`src/rtl/div_iter.sv`:
```
// Iterative 32-bit restoring divider for DIV/DIVU: one quotient bit per cycle,
// quotient to LO, remainder to HI, cancellable through annul.
module div_iter (
  input  logic        clk,
  input  logic        resetn,
  input  logic        start,
  input  logic        signed_div,
  input  logic [31:0] dividend,
  input  logic [31:0] divisor,
  input  logic        annul,
  output logic        busy,
  output logic        ready,
  output logic [31:0] quotient,
  output logic [31:0] remainder,
  output logic        div_by_zero
);

  localparam logic [1:0] ST_IDLE = 2'd0;
  localparam logic [1:0] ST_CALC = 2'd1;
  localparam logic [1:0] ST_DONE = 2'd2;

  logic [1:0]  state_r;
  logic [1:0]  state_nx_s;
  logic [31:0] prem_r;
  logic [31:0] qmag_r;
  logic [31:0] dmag_r;
  logic [31:0] dvd_raw_r;
  logic [4:0]  cnt_r;
  logic        last_r;
  logic        zero_r;
  logic        qneg_r;
  logic        rneg_r;

  logic [32:0] shift_s;
  logic [32:0] diff_s;
  logic [31:0] prem_nx_s;
  logic        qbit_s;
  logic [31:0] dvd_mag_s;
  logic [31:0] dsr_mag_s;

  // Next-state decode; annul overrides every transition.
  always_comb begin
    state_nx_s = state_r;
    if (annul) begin
      state_nx_s = ST_IDLE;
    end else begin
      case (state_r)
        ST_IDLE: state_nx_s = start ? ST_CALC : ST_IDLE;
        ST_CALC: state_nx_s = last_r ? ST_DONE : ST_CALC;
        ST_DONE: state_nx_s = ST_IDLE;
        default: state_nx_s = ST_IDLE;
      endcase
    end
  end

  // Operand magnitudes and one restoring shift-subtract step.
  // The partial remainder stays below the divisor, so 32 stored bits suffice;
  // the trial subtraction runs at 33 bits to see the borrow.
  always_comb begin
    dvd_mag_s = dividend;
    dsr_mag_s = divisor;
    if (signed_div && dividend[31]) begin
      dvd_mag_s = 32'd0 - dividend;
    end else begin
      dvd_mag_s = dividend;
    end
    if (signed_div && divisor[31]) begin
      dsr_mag_s = 32'd0 - divisor;
    end else begin
      dsr_mag_s = divisor;
    end
    shift_s = {prem_r, qmag_r[31]};
    diff_s  = shift_s - {1'b0, dmag_r};
    if (diff_s[32]) begin
      prem_nx_s = shift_s[31:0];
      qbit_s    = 1'b0;
    end else begin
      prem_nx_s = diff_s[31:0];
      qbit_s    = 1'b1;
    end
  end

  // State, datapath and registered result outputs.
  always_ff @(posedge clk) begin
    if (!resetn) begin
      state_r     <= ST_IDLE;
      busy        <= 1'b0;
      ready       <= 1'b0;
      quotient    <= 32'd0;
      remainder   <= 32'd0;
      div_by_zero <= 1'b0;
      prem_r      <= 32'd0;
      qmag_r      <= 32'd0;
      dmag_r      <= 32'd0;
      dvd_raw_r   <= 32'd0;
      cnt_r       <= 5'd0;
      last_r      <= 1'b0;
      zero_r      <= 1'b0;
      qneg_r      <= 1'b0;
      rneg_r      <= 1'b0;
    end else begin
      state_r <= state_nx_s;
      busy    <= (state_nx_s != ST_IDLE);
      ready   <= (state_nx_s == ST_DONE);
      case (state_r)
        ST_IDLE: begin
          if (start && !annul) begin
            zero_r    <= (divisor == 32'd0);
            qmag_r    <= dvd_mag_s;
            dmag_r    <= dsr_mag_s;
            dvd_raw_r <= dividend;
            qneg_r    <= signed_div & (dividend[31] ^ divisor[31]);
            rneg_r    <= signed_div & dividend[31];
            prem_r    <= 32'd0;
            cnt_r     <= 5'd0;
            last_r    <= 1'b0;
          end
        end
        ST_CALC: begin
          if (!annul) begin
            if (!last_r) begin
              prem_r <= prem_nx_s;
              qmag_r <= {qmag_r[30:0], qbit_s};
              cnt_r  <= cnt_r + 5'd1;
              last_r <= (cnt_r == 5'd31);
            end else begin
              // A zero divisor reports the raw dividend, never sign-corrected.
              if (zero_r) begin
                quotient  <= 32'hFFFF_FFFF;
                remainder <= dvd_raw_r;
              end else begin
                quotient  <= qneg_r ? (32'd0 - qmag_r) : qmag_r;
                remainder <= rneg_r ? (32'd0 - prem_r) : prem_r;
              end
              div_by_zero <= zero_r;
            end
          end
        end
        default: begin
        end
      endcase
    end
  end

endmodule

```
`config.mk`:
```
export PLATFORM = sky130hd
export DESIGN_NAME = div_iter
export DESIGN_NICKNAME = d
export VERILOG_FILES = /design/src/rtl/div_iter.sv
export SDC_FILE = /design/constraint.sdc
export NUM_CORES = 1
export LEC_CHECK = 0
export ABC_CLOCK_PERIOD_IN_PS = 7150
export BUFFER_PORTS_ARGS = -buffer_cell sky130_fd_sc_hd__buf_2
export CELL_PAD_IN_SITES_DETAIL_PLACEMENT = 1
export CELL_PAD_IN_SITES_GLOBAL_PLACEMENT = 1
export CORE_MARGIN = 8
export CORE_UTILIZATION = 48
export DETAILED_ROUTE_END_ITERATION = 12
export PLACE_DENSITY_LB_ADDON = 0.05
export REMOVE_ABC_BUFFERS = 1
export SLEW_MARGIN = 20
export SYNTH_ARGS = -nofsm -noshare
export SYNTH_HDL_FRONTEND = slang
export SYNTH_SLANG_ARGS = --single-unit
export TNS_END_PERCENT = 20
```
`constraint.sdc`:
```
create_clock -name clk -period 7.15 [get_ports clk]
set_input_delay 1.0725 -clock clk [delete_from_list [all_inputs] [get_ports clk]]
set_output_delay 1.0725 -clock clk [all_outputs]
set_load 0.03 [all_outputs]
```
# Yosys cells after proc, flatten, opt, wreduce, memory -nomap -nowiden
# Cells that the tools add are included.
[totals] out_inout_bits=67 in_bits=69 elab_cells=71 regBits=206
[classes] n_addsub=6 n_mux=28 n_bitwise=4 n_eq_ne=6 n_reduce_logical=12
[ops] cell="2-to-1 mux 32 bit" count=13
[ops] cell="case mux 32 bit (2 select lines)" count=2
[ops] cell="subtractor 1 x 32 -> 32 bit (first input constant)" count=4
[ops] cell="subtractor 33 x 32 -> 33 bit" count=1
[ops] cell="logical NOT 32 bit" count=1
[ops] cell="2-to-1 mux 5 bit" count=3
[ops] cell="case mux 5 bit (2 select lines)" count=1
[ops] cell="inequality test 2 bit (second input constant)" count=3
[ops] cell="AND reduction 3 bit" count=2
[ops] cell="adder 5 x 1 -> 5 bit (second input constant)" count=1
[ops] cell="== test 5 bit (second input constant)" count=1
[ops] cell="2-to-1 mux 1 bit" count=5
[ops] cell="2-to-1 mux 2 bit" count=2
[ops] cell="case mux 2 bit (2 select lines)" count=1
[ops] cell="AND reduction 4 bit" count=1
[ops] cell="nonzero test 2 bit" count=2
[ops] cell="logical AND 1 bit" count=3
[ops] cell="AND 1 bit" count=2
[ops] cell="== test 2 x 1 -> 1 bit (second input constant)" count=1
[ops] cell="== test 2 bit (second input constant)" count=1
[ops] cell="logical NOT 2 bit" count=1
[ops] cell="case mux 1 bit (2 select lines)" count=1
[ops] cell="AND reduction 2 bit" count=1
[ops] cell="logical NOT 1 bit" count=1
[ops] cell="other kinds (2)" count=2

# Depth between registers and ports, before layout
[logic_depth] word_depth=5 ltp_mapped=13 mapped_depth_nobuf=12

# Least setup slack after synthesis
# Ideal clock, no wire load.
[synth_path] kind="input-to-reg" from="input dividend[2]" to="register qmag_r[21]" slack_ns=3.720 arrival_ns=3.303 required_ns=7.022 path_buffers=0 setup_ns=0.128 stages=9 cell_sequence="or4_1 > or4_1 > nor4_2 > nand2_1 > o41ai_2 > xor2_1 > a211oi_1 > a21oi_1 > nor2_1"
[synth_between] elab_chain_len=4
[synth_rtl] element="start: declaration" line="8" text="input logic [31:0] dividend,"
[synth_rtl] element="subtractor 1 x 32 -> 32 bit" line="63" text="dvd_mag_s = 32'd0 - dividend;"
[synth_rtl] element="2-to-1 mux 32 bit" line="62" text="if (signed_div && dividend[31]) begin"
[synth_rtl] element="2-to-1 mux 32 bit" line="107" text="if (start && !annul) begin"
[synth_rtl] element="case mux 32 bit (2 select lines)" line="105" text="case (state_r)"
[synth_rtl] element="end signal: assignment" line="109" text="qmag_r <= dvd_mag_s;"
[synth_rtl] element="end signal: assignment" line="123" text="qmag_r <= {qmag_r[30:0], qbit_s};"
[synth_rtl] element="end: declaration" line="25" text="logic [31:0] qmag_r;"
# No other way between the ends. The select of a mux whose other input is x is not followed.
# A chain may end at the register's enable or synchronous reset.

# Worst setup path after layout
[layout_path] from="register qmag_r[31]" to="register prem_r[8]"
[layout_between] elab_chain_len=5
[layout_rtl] element="subtractor 33 x 32 -> 33 bit" line="73" text="diff_s = shift_s - {1'b0, dmag_r};"
[layout_rtl] element="2-to-1 mux 32 bit" line="74" text="if (diff_s[32]) begin"
[layout_rtl] element="2-to-1 mux 32 bit" line="121" text="if (!last_r) begin"
[layout_rtl] element="2-to-1 mux 32 bit" line="120" text="if (!annul) begin"
[layout_rtl] element="case mux 32 bit (2 select lines)" line="105"
[layout_rtl] element="end signal: assignment" line="122" text="prem_r <= prem_nx_s;"
[layout_rtl] element="end: declaration" line="24" text="logic [31:0] prem_r;"
# No other way between the ends. The select of a mux whose other input is x is not followed.

==> results.yml <==
global_routing:
  globalRouteTotalUtil: 0.232
  grt_overflow: 0
  grt_pass1_wl_mm: 60.8
  grt_pass1_vias: 11900
  grt_max_degree: 80
  antenna_found_initial: 1
timing:
  fmax_mhz: 273
  final-hold-violation-count: 0
  slew_violations: 0
  setup_viol: 0
  fin_crit_sh: 0.513
  skew_ps: 26.0
  tightest_slew_ps: 1140
  maxSlewHeadroom: 0.235
  rsz0062_at_grt: "false"
  finalSetupTns_ps: 0
  fin_crit_ps: 3670
power:
  p_total_mw: 2.93
  p_leak_nw: 6.12
  ir_drop_mv: 0.187
  p_per_area_nw_per_um2: 208
worst_setup_path:
  cp.arrival_ps: 4060
  worstSetupPathType: "reg -> reg"
  critPathMaxStageDelay_ps: 480
  critical_path_depth: 13
  rr_worst_depth: 13
  path_delay_family: "compound AO/OA/AOI/OAI gates"
  regToRegEndpoint: "prem_r[8]"
  crit_slowest_cell: "dfxtp_1"
  timing.rr.start: "qmag_r[31]"
  cp-start-kind: "flip-flop"
  reg2reg_slack_ps: 3480
  cpMostUsedCell: "o21ai_1"
  cp.required_ps: 7540
  startpoint: "qmag_r[31]"
  timing.critical_path.to: "prem_r[8]"
  critPathMaxFanout: 37
  worstPathCellList: "inv_1, ha_1, fa_1, nor2b_1, o2111ai_1, a21oi_1, nor2_1, o21ai_1, o31ai_1, xor2_4, buf_4, mux2i_1, o21ai_1"
  cp-end-kind: "flip-flop"
  path_buf_inv: 2
logic_synthesis:
  synth_flop_cell: "dfxtp_1"
  synth_mux_area_frac: 0.0250
  yosys.area_share.xor_xnor: 0.101
  synthTopCellsByArea: "dfxtp_1 (33%), nand2_1 (8.1%), xor2_1 (5.6%)"
  synth_top_family_by_area: "compound AO/OA/AOI/OAI gates"
  synth-seq-cells: 206
  synth_compound_area_frac: 0.250
  async_reset_ff_frac: 0
  syn_area_um2: 12500
  synth.most_common_cell: "nand2_1"
  synth_cell_types: 69
  yosys.area_share.adder: 0.0398
  synth_top_area_frac: 0.331
  avgSynthCellArea_um2: 7.78
  netlist_top_cells_count: "nand2_1 (268), dfxtp_1 (206), a21oi_1 (114)"
  ys_seq_area_frac: 0.331
  synthCells: 1602
  synth_edf_count: 0
  synth.largest_area_cell: "dfxtp_1"
  yosys.area_share.simple: 0.202
  synth_warnings: 0
floorplan:
  die-area_um2: 31400
  coreArea_um2: 25800
  die_h_um: 177
  pin_count: 136
  start_util: 0.484
  die_x_um: 177
  rows: 59
placement:
  gp_congestion: 0.907
  hpwl_mm: 27.2
  port_buffers: 135
flow_run:
  cap_violations: 0
routing:
  remaining_drc_errors: 0
  vias_per_cell: 5.66
  postRouteAntennaNets: 0
  firstDrtPassIters: 5
  wl_per_cell_um: 18.0
  routed_wl_mm: 36.6
  via_count: 11500
  drt_iter0_drc: 735
finish:
  nNetsFinal: 1794
  regArea_um2: 4130
  syn2layout_area_growth_pct: 13.3
  fillerInstances: 3245
  drive_gt1_frac: 0.127
  multi_input_area_um2: 7730
clock_tree:
  cts_tree: "yes"
  cts.clk_slew.worst_paths_ps: 60
  cts_num_sinks: 206
  cts-root-buf: "clkbuf_16"
  cts_buffer_depth: 3
  ctsResizeCount: 0
  post_cts_buffers: 0
  clk_latency_ps: 550
  numCtsBuffers: 25
  htreeDepth: 1
  cts_hold_buffers: 0
outcome:
  outcome: "finished clean"
hold_path:
  hold_class: "reg -> reg"
[logic make-up after synthesis]
family                     after synthesis
AOI/OAI and AO/OA                      492
and+or+nand+nor                        541
DFF                                    206
muxes                                   31
adders and majority gates               39
xor gates and xnor gates               143
buffers and inverters                  150
[metal layers]
metal	share of wire	global-route usage	vias up	routed length (um)
li1	-	-	5800	-
met2	0.48	0.402	178	17400
met5	0	0	-	0
met3	0.030	0.0226	64	1100
met4	0.028	0.0708	0	1010
met1	0.47	0.298	5497	17100
[cell type report]
class / count / share of cell area
sequential: 206 / 0.292
clock buffer: 34 / 0.0495
clock inverter: 9 / 0.00957
tap: 335 / 0.0297
multi-input combinational: 1246 / 0.548
timing repair buffer: 150 / 0.0560
inverter: 57 / 0.0152
antenna: 1 / 0.000177
[worst min-delay path by stage]
stage,startpoint,cells past startpoint,endpoint
5_1_grt,remainder[28],2,remainder[28]
3_5_place_dp,remainder[29],2,remainder[29]
3_3_place_gp,remainder[29],2,remainder[29]
6_report,remainder[29],2,remainder[29]
2_1_floorplan,dmag_r[31],2,dmag_r[31]
4_1_cts,remainder[29],2,remainder[29]
[cells in the final DEF, fill, tap and decap left out, types with 18 or more instances in the layout]
cell / synthesis / layout
a21boi_0: 47 / 47
a21oi_1: 114 / 114
buf_2: 2 / 134
clkbuf_16: 0 / 25
dfxtp_1: 206 / 205
ha_1: 38 / 38
inv_1: 57 / 57
mux2i_1: 30 / 30
nand2_1: 268 / 268
nand3_1: 40 / 40
nor2_1: 91 / 89
nor2b_1: 22 / 22
nor3_1: 26 / 25
o211a_1: 27 / 27
o21ai_0: 103 / 103
o21ai_1: 61 / 61
o31ai_1: 28 / 28
o41ai_1: 18 / 18
xnor2_1: 63 / 63
xor2_1: 79 / 79
[worst reg2reg max path, cell delays in order (launching register included)]
cell and delay [ps]:
dfxtp_1 480, inv_1 90, ha_1 220, fa_1 400
nor2b_1 180, o2111ai_1 170, a21oi_1 340, nor2_1 150
o21ai_1 330, o31ai_1 200, xor2_4 150, buf_4 480
mux2i_1 270, o21ai_1 90
[report_power, final]
group / switching, mW / total, mW / internal, mW
sequential: 0.0375 / 1.22 / 1.19
clock: 0.507 / 1.30 / 0.792
combinational: 0.250 / 0.412 / 0.162
total: 0.795 / 2.93 / 2.14
[through the flow]
stage                     std cells  hold slack, ps  utilization  cell area, um^2  setup WS, ps
after global routing           2038             486        0.548            14100          3280
after detailed placement       1994             444        0.516            13300          3250
after CTS                      2037             453        0.548            14100          3480
after floorplan                1509             431            -            12000          1450
after global placement         1994             442        0.516            13300          3380
final                          2038             448        0.548            14100          3480
[state kept, by name (all words and copies together) (netlist names), 2 cells and up]
signal and cells:
dmag_r 32, dvd_raw_r 32, prem_r 32, qmag_r 32
quotient 32, remainder 32, cnt_r 5, state_r 2
(Power assumes the default switching activity.)
